===== src/rtl/wm_sequencer_if.sv =====
// -----------------------------------------------------------------------------
// wm_sequencer_if
// Bundle of handshake and actuator signals between the washing-machine
// sequencer and its environment.
//   slave  modport : sequencer side. It takes user controls and timer
//                    responses as inputs, and drives the phase code,
//                    actuators and status.
//   master modport : environment side, with the directions reversed.
// Clock and reset are not part of the bundle.
// -----------------------------------------------------------------------------
interface wm_sequencer_if;
    // user controls / sensors
    logic       start;
    logic       pause;
    logic       cancel;
    logic       door_closed;
    // phase timer responses
    logic       sig_Full;
    logic       sig_Temperature;
    logic       sig_Completed;
    // phase code to the timer
    logic [2:0] state;
    // actuators and status
    logic       water_valve;
    logic       heater;
    logic       motor_wash;
    logic       motor_spin;
    logic       drain_pump;
    logic       door_lock;
    logic       done;
    logic       fault;

    modport slave (
        input  start, pause, cancel, door_closed,
        input  sig_Full, sig_Temperature, sig_Completed,
        output state, water_valve, heater, motor_wash, motor_spin,
        output drain_pump, door_lock, done, fault
    );

    modport master (
        output start, pause, cancel, door_closed,
        output sig_Full, sig_Temperature, sig_Completed,
        input  state, water_valve, heater, motor_wash, motor_spin,
        input  drain_pump, door_lock, done, fault
    );
endinterface


===== src/rtl/wm_sequencer.sv =====
// -----------------------------------------------------------------------------
// wm_sequencer
// Washing-machine phase controller. It steps through the phases
// IDLE, FILL, HEAT, WASH, DRAIN, SPIN and DONE on the responses of the phase
// timer. It also provides:
//   - rinse passes
//   - a per-phase watchdog
//   - pause
//   - cancel, which aborts the program through DRAIN
//   - a door-open fault
// Ports:
//   clock : rising-edge system clock
//   reset : synchronous, active-high reset
//   bus   : wm_sequencer_if.slave
//           inputs : start, pause, cancel, door_closed, sig_*
//           outputs: state, actuators, door_lock, done, fault
// All outputs are registered. An input sampled at an edge shows up in the
// outputs right after that edge.
// -----------------------------------------------------------------------------
module wm_sequencer #(
    parameter int unsigned RINSE_CYCLES = 1,
    parameter int unsigned TIMEOUT      = 1000,
    parameter int unsigned CNT_W        = 16
) (
    input  logic            clock,
    input  logic            reset,
    wm_sequencer_if.slave   bus
);

    typedef enum logic [2:0] {
        ST_IDLE  = 3'd0,
        ST_FILL  = 3'd1,
        ST_HEAT  = 3'd2,
        ST_WASH  = 3'd3,
        ST_DRAIN = 3'd4,
        ST_SPIN  = 3'd5,
        ST_DONE  = 3'd6,
        ST_FAULT = 3'd7
    } state_e;

    // The watchdog fires when the count reaches this value with no exit present.
    localparam logic [CNT_W-1:0] WDOG_LAST  = CNT_W'(TIMEOUT - 1);
    localparam logic [2:0]       RINSE_LAST = 3'(RINSE_CYCLES);

    state_e           state_q, state_d;
    logic [2:0]       rinse_q, rinse_d;
    logic [CNT_W-1:0] wdog_q, wdog_d;
    logic             cancel_pending_q, cancel_pending_d;

    logic             exit_s;      // the current phase's completion response is present
    logic             pend_eff_s;  // a cancel is pending or is arriving this cycle
    logic             paused_s;    // the phase is held by pause at this edge

    logic             water_valve_q, heater_q, motor_wash_q, motor_spin_q;
    logic             drain_pump_q, door_lock_q, done_q, fault_q;

    // Returns 1 for the phases that run machinery and are watched by the watchdog.
    function automatic logic is_active(input state_e s);
        return (s == ST_FILL) || (s == ST_HEAT) || (s == ST_WASH) ||
               (s == ST_DRAIN) || (s == ST_SPIN);
    endfunction

    // Next-state logic for the phase, rinse count, watchdog and cancel bookkeeping.
    always_comb begin
        state_d          = state_q;
        rinse_d          = rinse_q;
        wdog_d           = wdog_q;
        cancel_pending_d = cancel_pending_q;
        paused_s         = 1'b0;
        exit_s           = 1'b0;
        pend_eff_s       = cancel_pending_q | bus.cancel;

        // Each phase listens only to its own timer response.
        case (state_q)
            ST_FILL:                    exit_s = bus.sig_Full;
            ST_HEAT:                    exit_s = bus.sig_Temperature;
            ST_WASH, ST_DRAIN, ST_SPIN: exit_s = bus.sig_Completed;
            default:                    exit_s = 1'b0;
        endcase

        case (state_q)
            ST_IDLE: begin
                wdog_d = '0;
                if (bus.start && bus.door_closed) begin
                    state_d = ST_FILL;
                    rinse_d = 3'd0;
                end else begin
                    state_d = ST_IDLE;
                end
            end

            ST_DONE: begin
                wdog_d  = '0;
                state_d = ST_IDLE;
            end

            ST_FAULT: begin
                wdog_d  = '0;
                state_d = ST_FAULT;
            end

            default: begin
                if (!bus.door_closed) begin
                    state_d          = ST_FAULT;
                    cancel_pending_d = 1'b0;
                end else if (bus.cancel && (state_q != ST_DRAIN)) begin
                    state_d          = ST_DRAIN;
                    cancel_pending_d = 1'b1;
                end else begin
                    // Inside DRAIN a cancel only latches the pending flag.
                    // The drain keeps running, so the watchdog and the
                    // exit still apply.
                    if (bus.cancel) begin
                        cancel_pending_d = 1'b1;
                    end else begin
                        cancel_pending_d = cancel_pending_q;
                    end

                    if (bus.pause) begin
                        paused_s = 1'b1;
                    end else if (exit_s) begin
                        case (state_q)
                            ST_FILL:  state_d = (rinse_q == 3'd0) ? ST_HEAT : ST_WASH;
                            ST_HEAT:  state_d = ST_WASH;
                            ST_WASH:  state_d = ST_DRAIN;
                            ST_DRAIN: begin
                                if (pend_eff_s) begin
                                    state_d          = ST_IDLE;
                                    cancel_pending_d = 1'b0;
                                end else if (rinse_q < RINSE_LAST) begin
                                    state_d = ST_FILL;
                                    rinse_d = rinse_q + 3'd1;
                                end else begin
                                    state_d = ST_SPIN;
                                end
                            end
                            ST_SPIN:  state_d = ST_DONE;
                            default:  state_d = ST_FAULT;
                        endcase
                    end else if (wdog_q == WDOG_LAST) begin
                        state_d = ST_FAULT;
                    end else begin
                        state_d = state_q;
                    end
                end

                // The watchdog restarts on any phase change and is frozen while paused.
                if (state_d != state_q) begin
                    wdog_d = '0;
                end else if (paused_s) begin
                    wdog_d = wdog_q;
                end else begin
                    wdog_d = wdog_q + CNT_W'(1);
                end
            end
        endcase
    end

    // Phase register plus registered output decode of the upcoming phase.
    always_ff @(posedge clock) begin
        if (reset) begin
            state_q          <= ST_IDLE;
            rinse_q          <= 3'd0;
            wdog_q           <= '0;
            cancel_pending_q <= 1'b0;
            water_valve_q    <= 1'b0;
            heater_q         <= 1'b0;
            motor_wash_q     <= 1'b0;
            motor_spin_q     <= 1'b0;
            drain_pump_q     <= 1'b0;
            door_lock_q      <= 1'b0;
            done_q           <= 1'b0;
            fault_q          <= 1'b0;
        end else begin
            state_q          <= state_d;
            rinse_q          <= rinse_d;
            wdog_q           <= wdog_d;
            cancel_pending_q <= cancel_pending_d;
            water_valve_q    <= (state_d == ST_FILL) && !paused_s;
            heater_q         <= (state_d == ST_HEAT) && !paused_s;
            motor_wash_q     <= (state_d == ST_WASH) && !paused_s;
            motor_spin_q     <= (state_d == ST_SPIN) && !paused_s;
            drain_pump_q     <= ((state_d == ST_DRAIN) || (state_d == ST_SPIN)) && !paused_s;
            door_lock_q      <= is_active(state_d) || (state_d == ST_FAULT);
            done_q           <= (state_d == ST_DONE);
            fault_q          <= (state_d == ST_FAULT);
        end
    end

    assign bus.state       = state_q;
    assign bus.water_valve = water_valve_q;
    assign bus.heater      = heater_q;
    assign bus.motor_wash  = motor_wash_q;
    assign bus.motor_spin  = motor_spin_q;
    assign bus.drain_pump  = drain_pump_q;
    assign bus.door_lock   = door_lock_q;
    assign bus.done        = done_q;
    assign bus.fault       = fault_q;

endmodule

===== src/flat_wrapper.sv =====
// flat-port wrapper written by rule: the top's interface ports become plain ports
module wm_sequencer_flat 
#(
    parameter int unsigned RINSE_CYCLES = 1,
    parameter int unsigned TIMEOUT      = 1000,
    parameter int unsigned CNT_W        = 16
)
  (clock, reset, bus_start, bus_pause, bus_cancel, bus_door_closed, bus_sig_Full, bus_sig_Temperature, bus_sig_Completed, bus_state, bus_water_valve, bus_heater, bus_motor_wash, bus_motor_spin, bus_drain_pump, bus_door_lock, bus_done, bus_fault);
  wm_sequencer_if bus_i ();
  input  logic clock;
  input  logic reset;
  input wire logic [$bits(bus_i.start)-1:0] bus_start;
  input wire logic [$bits(bus_i.pause)-1:0] bus_pause;
  input wire logic [$bits(bus_i.cancel)-1:0] bus_cancel;
  input wire logic [$bits(bus_i.door_closed)-1:0] bus_door_closed;
  input wire logic [$bits(bus_i.sig_Full)-1:0] bus_sig_Full;
  input wire logic [$bits(bus_i.sig_Temperature)-1:0] bus_sig_Temperature;
  input wire logic [$bits(bus_i.sig_Completed)-1:0] bus_sig_Completed;
  output wire logic [$bits(bus_i.state)-1:0] bus_state;
  output wire logic [$bits(bus_i.water_valve)-1:0] bus_water_valve;
  output wire logic [$bits(bus_i.heater)-1:0] bus_heater;
  output wire logic [$bits(bus_i.motor_wash)-1:0] bus_motor_wash;
  output wire logic [$bits(bus_i.motor_spin)-1:0] bus_motor_spin;
  output wire logic [$bits(bus_i.drain_pump)-1:0] bus_drain_pump;
  output wire logic [$bits(bus_i.door_lock)-1:0] bus_door_lock;
  output wire logic [$bits(bus_i.done)-1:0] bus_done;
  output wire logic [$bits(bus_i.fault)-1:0] bus_fault;
  assign bus_i.start = bus_start;
  assign bus_i.pause = bus_pause;
  assign bus_i.cancel = bus_cancel;
  assign bus_i.door_closed = bus_door_closed;
  assign bus_i.sig_Full = bus_sig_Full;
  assign bus_i.sig_Temperature = bus_sig_Temperature;
  assign bus_i.sig_Completed = bus_sig_Completed;
  assign bus_state = bus_i.state;
  assign bus_water_valve = bus_i.water_valve;
  assign bus_heater = bus_i.heater;
  assign bus_motor_wash = bus_i.motor_wash;
  assign bus_motor_spin = bus_i.motor_spin;
  assign bus_drain_pump = bus_i.drain_pump;
  assign bus_door_lock = bus_i.door_lock;
  assign bus_done = bus_i.done;
  assign bus_fault = bus_i.fault;
  wm_sequencer #(.RINSE_CYCLES(RINSE_CYCLES), .TIMEOUT(TIMEOUT), .CNT_W(CNT_W)) u_core (.clock(clock), .reset(reset), .bus(bus_i));
endmodule

===== config.mk =====
export PLATFORM = sky130hd
export DESIGN_NAME = wm_sequencer_flat
export DESIGN_NICKNAME = d
export VERILOG_FILES = /design/src/rtl/wm_sequencer_if.sv /design/src/rtl/wm_sequencer.sv /design/src/flat_wrapper.sv
export SDC_FILE = /design/constraint.sdc
export NUM_CORES = 1
export LEC_CHECK = 0
export CORE_MARGIN = 2
export CORE_UTILIZATION = 60
export DETAILED_ROUTE_END_ITERATION = 8
export PLACE_DENSITY_LB_ADDON = 0.3
export SKIP_CTS_REPAIR_TIMING = 1
export SLEW_MARGIN = 20
export SYNTH_ARGS = -nofsm -noshare
export SYNTH_HDL_FRONTEND = slang
export SYNTH_SLANG_ARGS = --single-unit
export TNS_END_PERCENT = 1

===== constraint.sdc =====
create_clock -name clock -period 3.9 [get_ports clock]
set_clock_uncertainty 0.15 [all_clocks]
set_input_delay 0.585 -clock clock [delete_from_list [all_inputs] [get_ports clock]]
set_output_delay 0.585 -clock clock [all_outputs]
set_load 0.01 [all_outputs]

Yosys cells after proc, flatten, opt, wreduce, memory -nomap -nowiden
Cells that the tools add are included. W data, S select, Z words.

Add/sub/neg operators: 2. Order comparisons: 1. Equal/unequal tests: 21. Muxes and demuxes: 34. Bitwise logic cells: 2. Reduce and logical (&&, ||, !) cells: 25.

Operators by type and width (number): $mux W3 (16); $eq A3 B3 Y1 const B (8); $add A16 B1 Y16 const B (1); $eq A16 B10 Y1 const B (1); $pmux W3 S5 (1); $mux W1 (14); $eq A3 B2 Y1 const B (4); $pmux W3 S3 (1); $reduce_and A9 Y1 (1); $reduce_bool A2 Y1 (4); $logic_and A1 B1 Y1 (7); $eq A3 B1 Y1 const B (2); $logic_not A3 Y1 (2); $logic_or A1 B1 Y1 (6); $pmux W3 S2 (1); $reduce_or A3 Y1 (2); $reduce_or A5 Y1 (1); $ne A2 B1 Y1 const B (2); $ne A2 B2 Y1 const B (2); $add A3 B1 Y3 const B (1); $lt A3 B1 Y1 const B (1); $ne A3 B3 Y1 (1); $ne A3 B3 Y1 const B (1); $pmux W1 S3 (1); other kinds (4) (4).

Bits in registers: 31. Bits of input ports: 9. Output and inout bits: 11. Word-level logic and storage cells: 97.

Logic depth before layout (Yosys ltp)
Word-level depth: 16. Depth in mapped cells: 9. Gate-level depth less buffers: 8.

Least setup slack after synthesis
OpenSTA, ideal clock, no wires.

Path type: input port to flip-flop. From: input port bus_sig_Temperature. To: register u_core.wdog_q[10]. Library setup time: 0.115 ns. Arrival time: 2.042 ns. Data required time: 3.635 ns. Path slack: 1.593 ns. Stages on the path: 7. Path buffers: 1. Path through: mux2_4 -> a221oi_4 -> nor3b_1 -> o22a_1 -> o2111ai_4 -> buf_6 -> nor2_2.

Word-level cells in the longest chain between the ends: 8.

RTL lines: start: declaration (line flat_wrapper.sv:17) `input wire logic [$bits(bus_i.sig_Temperature)-1:0] bus_sig_Temperature;`; $pmux W1 S3 (line wm_sequencer.sv:74) `case (state_q)`; $mux W3 (line wm_sequencer.sv:121) `end else if (exit_s) begin`; $mux W3 (line wm_sequencer.sv:119) `if (bus.pause) begin`; $mux W3 (line wm_sequencer.sv:106) `end else if (bus.cancel && (state_q != ST_DRAIN)) begin`; $mux W3 (line wm_sequencer.sv:103) `if (!bus.door_closed) begin`; $mux W3 (line wm_sequencer.sv:81) `case (state_q)`; $ne A3 B3 Y1 (line wm_sequencer.sv:148) `if (state_d != state_q) begin`; $reduce_or A5 Y1 (no line); end signal: assignment (line wm_sequencer.sv:177) `wdog_q <= wdog_d;`; end: declaration (line wm_sequencer.sv:47) `logic [CNT_W-1:0] wdog_q, wdog_d;`.

Every way passes these cells. The select of a mux whose other input is x is not followed. A chain may end at the register's enable or synchronous reset.

Worst setup path in the final report
From: input port bus_cancel. To: register u_core.wdog_q[14].

Word-level cells in the longest chain between the ends: 10. Elaborated cells on any way between the ends: 14. Classes of those cells: eq/ne (1); mux (10); bitwise (1); reduce/logical (2).

RTL lines: start: declaration (line flat_wrapper.sv:14) `input wire logic [$bits(bus_i.cancel)-1:0] bus_cancel;`; $or A1 B1 Y1 (line wm_sequencer.sv:71) `pend_eff_s = cancel_pending_q | bus.cancel;`; $mux W3 (line wm_sequencer.sv:127) `if (pend_eff_s) begin`; $pmux W3 S5 (line wm_sequencer.sv:122) `case (state_q)`; $mux W3 (line wm_sequencer.sv:121); $mux W3 (line wm_sequencer.sv:119); $mux W3 (line wm_sequencer.sv:106); $mux W3 (line wm_sequencer.sv:103); $mux W3 (line wm_sequencer.sv:81); $ne A3 B3 Y1 (line wm_sequencer.sv:148); $reduce_or A5 Y1 (no line).

Several ways; a longest one is shown, not always the timed one. The select of a mux whose other input is x is not followed.

==> impl_metrics.toml <==
[cells_and_area]
fin_nets = 237
area_delta_synth_final_pct = 12.97
final_cell_area_mm2 = 0.002082
n_antenna_cell = 0
post-route-util = 0.6992
drive_above_1_share = 0.1422

[sta]
finalCriticalPeriod_ns = 2.835
maxClockFrequency_ghz = 0.3527
hold_viol = 0
maxSlewHeadroom = 0.5587
worst_slew_pin_slew_ns = 0.6610
fin_crit_sh = 0.7270
rsz0062_at_grt = "false"
finalSetupViolations = 0
maxSlewViolCount = 0
finalWorstSetupSlack_ns = 1.065
setup_tns_ns = 0

[yosys]
synth_xor_area_frac = 0.07128
ys_ff_latch = 31
synth_top_area_frac = 0.3367
netlist_area_mm2 = 0.001843
ys_warn_count = 0
synth_fa_ha_area_frac = 0.02037
yosysTopAreaCell = "dfxtp_1"
async_flop_share = 0
synth_compound_area_frac = 0.1731
yosysMostFrequentCell = "dfxtp_1"
synthSimpleGateAreaFrac = 0.3360
syn_nets = 222
synth_edf_count = 0
syn_avg_cell_area_um2 = 8.776
synthMuxAreaShare = 0.01358
ys_top_cells_by_area = "dfxtp_1 34%, xnor2_1 4.3%, nor2_1 3.9%"
synth_cell_types = 59
syn_inst = 210
yosys-top-cells-count = "31 x dfxtp_1, 19 x nor2_1, 11 x nand3_1, 11 x nor2_2"
synth_ff_type = "dfxtp_1"
synth-seq-area-share = 0.3367
synth_top_family_by_area = "simple AND/OR/NAND/NOR gates"

[placed_design]
placed_cell_area_mm2 = 0.002011
dp_hpwl_um = 2914
post-place-ws_ns = 0.7175
io_buffers = 19
place_congestion = 0.9033

[die]
dieArea_mm2 = 0.003531
ios = 20
dieHeight_um = 59.42
die_w_um = 59.42
fp-row-count = 20
initial_utilization = 0.6189
core_area_mm2 = 0.002978

[power]
total_power_mw = 1.144
power_density_mw_per_mm2 = 549.5
power_leakage_nw = 0.6990
ir_drop_mv = 0.2666

[drt]
top_layer = "met4"
antenna_left = 0
wl_met2_um = 2036
drtPass1Iterations = 4
routedWlPerCell_um = 15.49
drt_iter0_markers = 124
drc = 0
vias = 1582
routed_via_density = 6.132
routed-wl-met3_um = 172
met1_length_um = 1714
wl_um = 3996

[critical_path]
end_kind = "flop"
path_cells = "clkdlybuf4s50_1 -> nor4b_1 -> o21ai_0 -> nor3b_1 -> o22a_1 -> o2111ai_4 -> nor2_1"
cp_slowest_cell = "clkdlybuf4s50_1"
required_ns = 3.94
cp_max_fo = 16
cp-start-kind = "primary input"
worstPathArrival_ns = 2.88
crit_family = "compound AO/OA/AOI/OAI gates"
critPathMaxStageDelay_ns = 0.65
crit_type = "primary input to flop"
cp_num_buf_inv = 1

[global_routing]
grt_pass1_wl_um = 6610
grt_usage = 0.2446
antenna_found_initial = 0
grt.overflow.total = 0
grt_max_degree = 24
grt_pass1_vias = 1532

[clocking]
clock-sinks = 31
clock_path_buffers = 2
cts_tree = "yes"
tritoncts.num_buffers = 5
root_buffer = "clkbuf_4"
clkTransAtPathRegs_ns = 0.10
htree_levels = 2
insertion_delay_ns = 0.32

[hold_path]
hp-class = "flop to flop"

[flow_run]
cap_violations = 0

[run_status]
status = "finished clean"
-- routing by layer --
layer | up-vias | GRT usage
met5 | - | 0
met4 | 0 | 0.09740
met3 | 8 | 0.05677
met2 | 39 | 0.4364
met1 | 755 | 0.2776
li1 | 780 | -
-- worst paths after layout --
| path | from | to | slack, ns | cells after the start |
|---|---|---|---|---|
| max | bus_cancel | u_core.wdog_q[14]$_SDFFE_PP0N_ | 1.06 | 7 |
| max reg2reg | u_core.bus.state[0]$_SDFF_PP0_ | u_core.wdog_q[14]$_SDFFE_PP0N_ | 1.09 | 6 |
| min | u_core.rinse_q[2]$_SDFFE_PP0P_ | u_core.rinse_q[2]$_SDFFE_PP0P_ | 0.39 | 2 |
| min reg2reg | u_core.rinse_q[2]$_SDFFE_PP0P_ | u_core.rinse_q[2]$_SDFFE_PP0P_ | 0.39 | 2 |
-- sequential cells by signal (all words and copies together) (netlist names) --
register,flops
u_core.wdog_q,16
u_core.bus.state,3
u_core.rinse_q,3
u_core.bus.done,1
u_core.bus.door_lock,1
u_core.bus.drain_pump,1
u_core.bus.fault,1
u_core.bus.heater,1
u_core.bus.motor_spin,1
u_core.bus.motor_wash,1
u_core.bus.water_valve,1
u_core.cancel_pending_q,1
-- area by class of cell --
class,count,area (um^2)
fillers,242,895.9
clock inverters,1,30.03
well taps,33,41.29
flip-flops and latches,31,620.6
clock buffers,6,41.29
multi-input cells,161,1132
repair buffers,19,190.2
inverters,7,26.28
-- cell families (layout without fill, tap and decap cells) --
group	Yosys count	count (layout)
AOI/OAI and AO/OA	38	38
xor gates and xnor gates	15	15
adders and majority gates	3	3
buffers and inverters	18	33
DFF	31	31
muxes	2	2
and+or+nand+nor	103	103
-- layout by cell type (no fill, tap or decap), types with 2 or more instances in the layout --
cell type / Yosys / routed
and4_1: 2 / 2
nor4bb_1: 2 / 2
clkbuf_4: 0 / 5
nand2b_1: 6 / 6
clkdlybuf4s50_1: 0 / 19
nor2_2: 11 / 11
and3_1: 6 / 6
xnor2_1: 9 / 9
nor3b_1: 3 / 3
nor4_1: 4 / 4
a21oi_1: 10 / 10
ha_1: 3 / 3
nand3_1: 11 / 11
nor2_1: 19 / 19
nor3b_2: 2 / 2
inv_1: 7 / 7
nor3_2: 2 / 2
o21ai_0: 7 / 7
xor2_1: 6 / 6
nor3_1: 6 / 6
a31oi_1: 2 / 2
nand4_1: 3 / 3
nand2_1: 10 / 10
dfxtp_1: 31 / 31
o31a_1: 2 / 2
or3_1: 2 / 2
nor4b_1: 2 / 2
nor2b_1: 3 / 3
-- stage by stage --
step           std cells  hold WS (ns)
6_report             258        0.3873
5_1_grt              258        0.4101
4_1_cts              258        0.3929
3_5_place_dp         251        0.3760
3_3_place_gp         251        0.3463
2_1_floorplan        210        0.3294
-- report_power, final --
| part | internal [mW] | switching [mW] |
|---|---|---|
| registers | 0.353 | 0.0706 |
| clock network | 0.132 | 0.106 |
| logic | 0.221 | 0.261 |
| total | 0.706 | 0.438 |
-- worst register-to-register path, cell delays in order (launching register included) --
cell       delay (ns)
dfxtp_1          0.74
mux2_4           0.37
a221oi_4         0.42
nor3b_1          0.12
o22a_1           0.25
o2111ai_4        0.52
nor2_1           0.11
No activity file was read; power rests on OpenSTA's default activity.
